--- src/rtl/muldiv_pkg.sv ---
// ----------------------------------------------------------------------------
// muldiv_pkg
// Shared definitions for the EX-stage multiply/divide unit:
//   - aluop encodings of the four HI/LO arithmetic instructions
//   - data width and number of restoring-divide iterations
//   - FSM state encoding
//   - small helpers for op classification and magnitude
// ----------------------------------------------------------------------------
package muldiv_pkg;

  // aluop values produced by the decoder for the HI/LO arithmetic group
  localparam logic [7:0] EXE_MULT_OP  = 8'b0001_1000;
  localparam logic [7:0] EXE_MULTU_OP = 8'b0001_1001;
  localparam logic [7:0] EXE_DIV_OP   = 8'b0001_1010;
  localparam logic [7:0] EXE_DIVU_OP  = 8'b0001_1011;

  localparam int DATA_W    = 32;
  // One quotient bit per iteration, so this must track DATA_W
  localparam int DIV_ITERS = DATA_W;
  localparam int CNT_W     = $clog2(DIV_ITERS);

  typedef enum logic [1:0] {
    ST_IDLE     = 2'd0,
    ST_MUL      = 2'd1,
    ST_DIV_BUSY = 2'd2,
    ST_DONE     = 2'd3
  } state_t;

  function automatic logic op_is_mul_f(input logic [7:0] op);
    return (op == EXE_MULT_OP) || (op == EXE_MULTU_OP);
  endfunction

  function automatic logic op_is_div_f(input logic [7:0] op);
    return (op == EXE_DIV_OP) || (op == EXE_DIVU_OP);
  endfunction

  function automatic logic op_is_signed_f(input logic [7:0] op);
    return (op == EXE_MULT_OP) || (op == EXE_DIV_OP);
  endfunction

  // Two's-complement magnitude; 0x8000_0000 maps to itself, which is the
  // correct unsigned magnitude for the divider datapath
  function automatic logic [DATA_W-1:0] abs_f(input logic [DATA_W-1:0] v);
    return v[DATA_W-1] ? (~v + 1'b1) : v;
  endfunction

endpackage

--- src/rtl/radix2_div_step.sv ---
// ----------------------------------------------------------------------------
// radix2_div_step
// One combinational step of unsigned restoring division.
//   rem_i   partial remainder (always < dvs_i)
//   dvd_i   dividend bits not yet consumed, MSB first
//   dvs_i   divisor magnitude
//   rem_o   next partial remainder
//   dvd_o   dividend shifted left by one (LSB freed for the quotient bit)
//   qbit_o  quotient bit produced by this step
// ----------------------------------------------------------------------------
module radix2_div_step
  import muldiv_pkg::*;
(
  input  logic [DATA_W-1:0] rem_i,
  input  logic [DATA_W-1:0] dvd_i,
  input  logic [DATA_W-1:0] dvs_i,
  output logic [DATA_W-1:0] rem_o,
  output logic [DATA_W-1:0] dvd_o,
  output logic              qbit_o
);

  logic [DATA_W:0]   rem_shift;
  logic [DATA_W-1:0] diff;

  // The shifted remainder needs one extra bit for the compare, but when the
  // subtraction is taken the result is below the divisor, so a DATA_W-bit
  // difference is exact.
  always_comb begin
    rem_shift = {rem_i, dvd_i[DATA_W-1]};
    diff      = rem_shift[DATA_W-1:0] - dvs_i;
    qbit_o    = (rem_shift >= {1'b0, dvs_i});
    rem_o     = qbit_o ? diff : rem_shift[DATA_W-1:0];
    dvd_o     = {dvd_i[DATA_W-2:0], 1'b0};
  end

endmodule

--- src/rtl/ex_muldiv.sv ---
// ----------------------------------------------------------------------------
// ex_muldiv
// EX-stage multi-cycle unit for MULT/MULTU/DIV/DIVU producing HI/LO.
// Multiply takes two cycles after accept, divide is radix-2 restoring
// (one quotient bit per cycle). The pipeline is held through stall_o while
// the operation runs; the result is presented for one cycle in DONE.
// Ports:
//   clk            clock, rising edge
//   rst            asynchronous reset, active low
//   start_i        EX holds a valid, non-annulled instruction
//   aluop_i        decoded aluop
//   reg1_i         multiplicand / dividend
//   reg2_i         multiplier / divisor
//   flush_i        abort any operation, no result
//   stall_o        hold IF..EX this cycle
//   result_valid_o one-cycle HI/LO write strobe
//   hi_o           mul high word / div remainder
//   lo_o           mul low word / div quotient
// ----------------------------------------------------------------------------
module ex_muldiv
  import muldiv_pkg::*;
(
  input  logic              clk,
  input  logic              rst,
  input  logic              start_i,
  input  logic [7:0]        aluop_i,
  input  logic [DATA_W-1:0] reg1_i,
  input  logic [DATA_W-1:0] reg2_i,
  input  logic              flush_i,
  output logic              stall_o,
  output logic              result_valid_o,
  output logic [DATA_W-1:0] hi_o,
  output logic [DATA_W-1:0] lo_o
);

  state_t state, state_next;

  logic op_is_mul, op_is_div, op_signed, div_by_zero, accept;

  // dvd/dvs hold the multiply operands during MUL and the divide magnitudes
  // during DIV_BUSY; dvd also collects the quotient bits as it shifts out.
  logic [DATA_W-1:0] dvd, dvs, rem;
  logic [CNT_W-1:0]  cnt;
  logic              sgn_q, neg_quo, neg_rem;

  logic [DATA_W-1:0]   step_rem, step_dvd, quo_final;
  logic                step_qbit;
  logic [2*DATA_W-1:0] mul_a, mul_b, product;

  // Accept is gated by rst so stall_o stays low while reset is held
  always_comb begin
    op_is_mul   = op_is_mul_f(aluop_i);
    op_is_div   = op_is_div_f(aluop_i);
    op_signed   = op_is_signed_f(aluop_i);
    div_by_zero = (reg2_i == '0);
    accept      = rst && (state == ST_IDLE) && start_i &&
                  (op_is_mul || op_is_div) && !flush_i;
  end

  radix2_div_step u_step (
    .rem_i  (rem),
    .dvd_i  (dvd),
    .dvs_i  (dvs),
    .rem_o  (step_rem),
    .dvd_o  (step_dvd),
    .qbit_o (step_qbit)
  );

  // A 64x64 product truncated to 64 bits is correct for both signed and
  // unsigned once the operands are extended according to signedness.
  always_comb begin
    quo_final = step_dvd | {{(DATA_W-1){1'b0}}, step_qbit};
    mul_a     = {{DATA_W{sgn_q & dvd[DATA_W-1]}}, dvd};
    mul_b     = {{DATA_W{sgn_q & dvs[DATA_W-1]}}, dvs};
    product   = mul_a * mul_b;
  end

  always_ff @(posedge clk or negedge rst) begin
    if (!rst) state <= ST_IDLE;
    else      state <= state_next;
  end

  // Next state and control outputs. stall_o drops as soon as a flush arrives
  // so the pipeline can redirect in the same cycle.
  always_comb begin
    state_next     = state;
    stall_o        = 1'b0;
    result_valid_o = 1'b0;
    case (state)
      ST_IDLE: begin
        stall_o = accept;
        if (accept) begin
          if (op_is_mul)        state_next = ST_MUL;
          else if (div_by_zero) state_next = ST_DONE;
          else                  state_next = ST_DIV_BUSY;
        end
      end
      ST_MUL: begin
        stall_o    = !flush_i;
        state_next = flush_i ? ST_IDLE : ST_DONE;
      end
      ST_DIV_BUSY: begin
        stall_o = !flush_i;
        if (flush_i)        state_next = ST_IDLE;
        else if (cnt == '0) state_next = ST_DONE;
      end
      ST_DONE: begin
        result_valid_o = !flush_i;
        state_next     = ST_IDLE;
      end
      default: state_next = ST_IDLE;
    endcase
  end

  // Operand capture, divide iteration and HI/LO update. HI/LO are written
  // only on the edge that enters DONE, so they hold the last result otherwise.
  always_ff @(posedge clk or negedge rst) begin
    if (!rst) begin
      dvd     <= '0;
      dvs     <= '0;
      rem     <= '0;
      cnt     <= '0;
      sgn_q   <= 1'b0;
      neg_quo <= 1'b0;
      neg_rem <= 1'b0;
      hi_o    <= '0;
      lo_o    <= '0;
    end else begin
      case (state)
        ST_IDLE: begin
          if (accept) begin
            dvd     <= (op_is_div && op_signed) ? abs_f(reg1_i) : reg1_i;
            dvs     <= (op_is_div && op_signed) ? abs_f(reg2_i) : reg2_i;
            rem     <= '0;
            cnt     <= CNT_W'(DIV_ITERS - 1);
            sgn_q   <= op_signed;
            neg_quo <= op_signed && (reg1_i[DATA_W-1] ^ reg2_i[DATA_W-1]);
            neg_rem <= op_signed && reg1_i[DATA_W-1];
            if (op_is_div && div_by_zero) begin
              hi_o <= reg1_i;
              lo_o <= '1;
            end
          end
        end
        ST_MUL: begin
          if (!flush_i) {hi_o, lo_o} <= product;
        end
        ST_DIV_BUSY: begin
          if (!flush_i) begin
            rem <= step_rem;
            dvd <= quo_final;
            cnt <= cnt - 1'b1;
            if (cnt == '0) begin
              hi_o <= neg_rem ? -step_rem  : step_rem;
              lo_o <= neg_quo ? -quo_final : quo_final;
            end
          end
        end
        default: ;
      endcase
    end
  end

endmodule

--- config.mk ---
export PLATFORM = sky130hd
export DESIGN_NAME = ex_muldiv
export DESIGN_NICKNAME = d
export VERILOG_FILES = /design/src/rtl/muldiv_pkg.sv /design/src/rtl/radix2_div_step.sv /design/src/rtl/ex_muldiv.sv
export SDC_FILE = /design/constraint.sdc
export NUM_CORES = 2
export LEC_CHECK = 0
export ABC_AREA = 1
export CORE_MARGIN = 2
export CORE_UTILIZATION = 40
export CTS_CLUSTER_SIZE = 30
export DETAILED_ROUTE_END_ITERATION = 10
export PLACE_DENSITY = 0.52
export RECOVER_POWER = 100
export SYNTH_ARGS = -nofsm -noshare
export SYNTH_HDL_FRONTEND = slang
export SYNTH_SLANG_ARGS = --single-unit
--- constraint.sdc ---
create_clock -name clk -period 21.7 [get_ports clk]
set_input_delay 6.51 -clock clk [delete_from_list [all_inputs] [get_ports clk]]
set_output_delay 6.51 -clock clk [all_outputs]
set_load 0.005 [all_outputs]
==> impl_results.md <==
- Yosys reg bits: 170
- Most frequent cells in the layout: inv_1, nand2_1, fa_1, nor2_1, ha_1
- Die Area: 134800 um2
- FFs w/ async S/R, synth: 100.0%
- Final Cell Area: 56250 um2
- First drt pass iteration count: 5
- Die Ht: 367.1 um
- Yosys cell types: 59
- Setup TNS: 0 ns
- Leak: 30.51 nW
- Drt wl/cell: 20.20 um
- Setup CP Type: in2out
- Crit share post-route: 78.97%
- I/O pin total: 142
- Post-DP HPWL: 145400 um
- Num CTS Buffers: 17
- Worst-skew pair later-pin latency: 0.47 ns
- Yosys top cell by area: fa_1
- DR vias/cell: 5.068
- Post-CTS Hold Buffers: 0
- Seq/Total Area, Yosys: 8.067%
- Gate count of the mapped netlist: 6945
- Top-area cell type share of the netlist area: 42.75%
- Max clock buf depth: 2
- Worst slack at placement: 6.792 ns
- YS warnings: 0
- Pin count of the biggest net entering global routing: 66
- Prevailing post-synth register cell: dfrtp_1
- Clock root cell: clkbuf_16
- IO Port Bufs: 141
- Max-cap viol count: 6
- GPL Wtd Cong: 0.9655
- Layout area overhead: 6.667%
- Initial DRC count: 3455
- Crit. End Element: output pin
- CP max FO: 61
- First-pass GRT wire length: 275500 um
- Worst slew pin tran: 3.608 ns
- Core region area: 131100 um2
- Worst r2r dst: hi_o[27]
- F_max: 58.36 MHz
- Post-route setup slack: 4.564 ns
- WL final: 174200 um
- Setup crit end: stall_o
- Final hold viol count: 0
- Fraction of layout cells with a size suffix above 1: 2.855%
- Worst setup SP type: primary input
- CP max stage cell: clkbuf_1
- Post-synth EDFFs: 0
- Clk slew on worst S/H paths: 0.07 ns
- Setup Skew: 0.01323 ns
- Violated checks: capacitance limit, slew limit
- Worst path required time: 15.19 ns
- Post-CTS Resized: 0
- Final Util: 42.89%
- Initial antenna violation count: 6
- Sequence of cells on the critical path: clkbuf_1 -> inv_1 -> nor4_1 -> inv_1 -> nor3_1 -> nor2_1 -> nor2_1 -> dlygate4sd3_1
- Width of the chip: 367.1 um
- Worst Reg-to-Reg Cells: 28
- Vias in the first global route: 45678
- GRT overflow: 0
- Post-route ant nets: 0
- Outcome: complete, but fails checks
- Worst flop-to-flop path startpoint: dvd[31]
- Nets: 8311
- Max rail drop VDD: 141.8 uV
- Final setup viols: 0
- Arr. time, crit path: 10.63 ns
- Tot GR Track Use: 26.59%
- Crit. Startpoint: rst
- Total power: 4.812 mW
- RSZ-0062 raised after global routing: no
- Post-Syn Nets: 8403
- Placed Area: 55690 um2
- Rel. slew slack: -140.5%
- Top cells by area, synth: fa_1, inv_1, nand2_1, dfrtp_1, ha_1
- Post-CTS setup buffer count: 0
- Tmin final: 17.14 ns
- Rows: 133
- Pwr per Cell Area: 85.56 nW/um2
- Mean area per synthesized cell: 7.593 um2
- DRC violations left: 0
- CTS Sinks: 170
- CTS tree: built
- Most common cell after layout, fill and taps aside: inv_1
- Synthesized cell area: 52730 um2
- Vias: 43699
- Initial Util: 40.21%
- H-tree lvl count: 4
- Largest stage delay on the critical path: 2.48 ns
- HP Class: reg2reg
- Reg2reg setup slack: 11.75 ns
- Slew Limit Fails: 348
-- stage by stage --
stage / hold WS, ns / instances
after global placement: 0.4678 / 8589
after detailed placement: 0.4647 / 8589
final: 0.4815 / 8622
after floorplan: 0.4517 / 6945
after CTS: 0.4924 / 8621
after global routing: 0.4991 / 8621
-- synthesized netlist by cell type, drive strengths merged, types with 3 or more instances --
cell type and n:
ha 256, nand3b 8, xor2 51, nor3 41, o211ai 19, o22ai 35
clkbuf 263, nor2 345, o21ai 213, o21bai 11, a21boi 8, or2 18
clkinv 7, a21o 23, a221oi 3, a21oi 205, a31oi 53, nand2 1798
fa 1126, o221ai 29, nand4 47, xnor2 40, inv 1861, nor4 17
a22oi 3, dfrtp 170, buf 76, nand3 200, and3 3
-- kinds of logic (layout without fill, tap and decap cells) --
kind of cell | Yosys count | in the layout | synth area share, %
compound gates | 613 | 613 | 6.686
xor+xnor | 91 | 91 | 1.511
fa+ha+maj | 1382 | 1382 | 48.82
buf+inv | 2207 | 2128 | 15.81
flops | 170 | 170 | 8.067
other cells | 0 | 1 | 0
simple gates | 2482 | 2482 | 19.10
-- final cells by class --
| cell class | instances | area (um2) |
|---|---|---|
| timing repair buffer | 228 | 2039 |
| sequential | 170 | 4259 |
| fill | 13819 | 74880 |
| clock inverter | 12 | 126.4 |
| inverter | 1868 | 7012 |
| tap | 1755 | 2196 |
| multi-input combinational | 4568 | 40150 |
| antenna | 1 | 2.502 |
| clock buffer | 20 | 466.7 |
-- worst max-delay path: cells and delay by family --
kind	cells	cell delay, ns
buffers and inverters	4	3.35
and+or+nand+nor	4	0.72
-- flip-flops by register name, summed over array words and instances, names as in the netlist --
| name | cells |
|---|---|
| cnt | 5 |
| dvd | 32 |
| dvs | 32 |
| hi_o | 32 |
| lo_o | 32 |
| neg_quo | 1 |
| neg_rem | 1 |
| rem | 32 |
| sgn_q | 1 |
| state | 2 |
-- worst min-delay path by stage --
| stage | startpoint | endpoint | slack (ns) | cells after the start |
|---|---|---|---|---|
| 4_1_cts | dvs[17] | dvs[17] | 0.49 | 2 |
| 5_1_grt | hi_o[22] | hi_o[22] | 0.50 | 2 |
| 3_5_place_dp | hi_o[31] | hi_o[31] | 0.46 | 2 |
| 2_1_floorplan | cnt[4] | cnt[4] | 0.45 | 1 |
| 3_3_place_gp | dvs[23] | dvs[23] | 0.47 | 2 |
| 6_report | hi_o[28] | hi_o[28] | 0.48 | 2 |
-- report_power, final --
group / internal [mW] / switching, mW / leakage (nW)
Combinational: 1.26 / 2.70 / 28.1
Clock: 0.171 / 0.153 / 0.292
Sequential: 0.425 / 0.107 / 2.13
Total: 1.85 / 2.96 / 30.5
-- metal layers --
layer | global-route usage (%) | vias up | part of all wire, % | routed length, um
li1 | - | 19994 | - | -
met1 | 36.79 | 22300 | 44 | 76760
met2 | 44.68 | 1203 | 48 | 83420
met3 | 2.489 | 202 | 5.1 | 8867
met4 | 7.070 | 0 | 2.9 | 5127
met5 | 0 | - | 0 | 0
(Power assumes the default switching activity.)
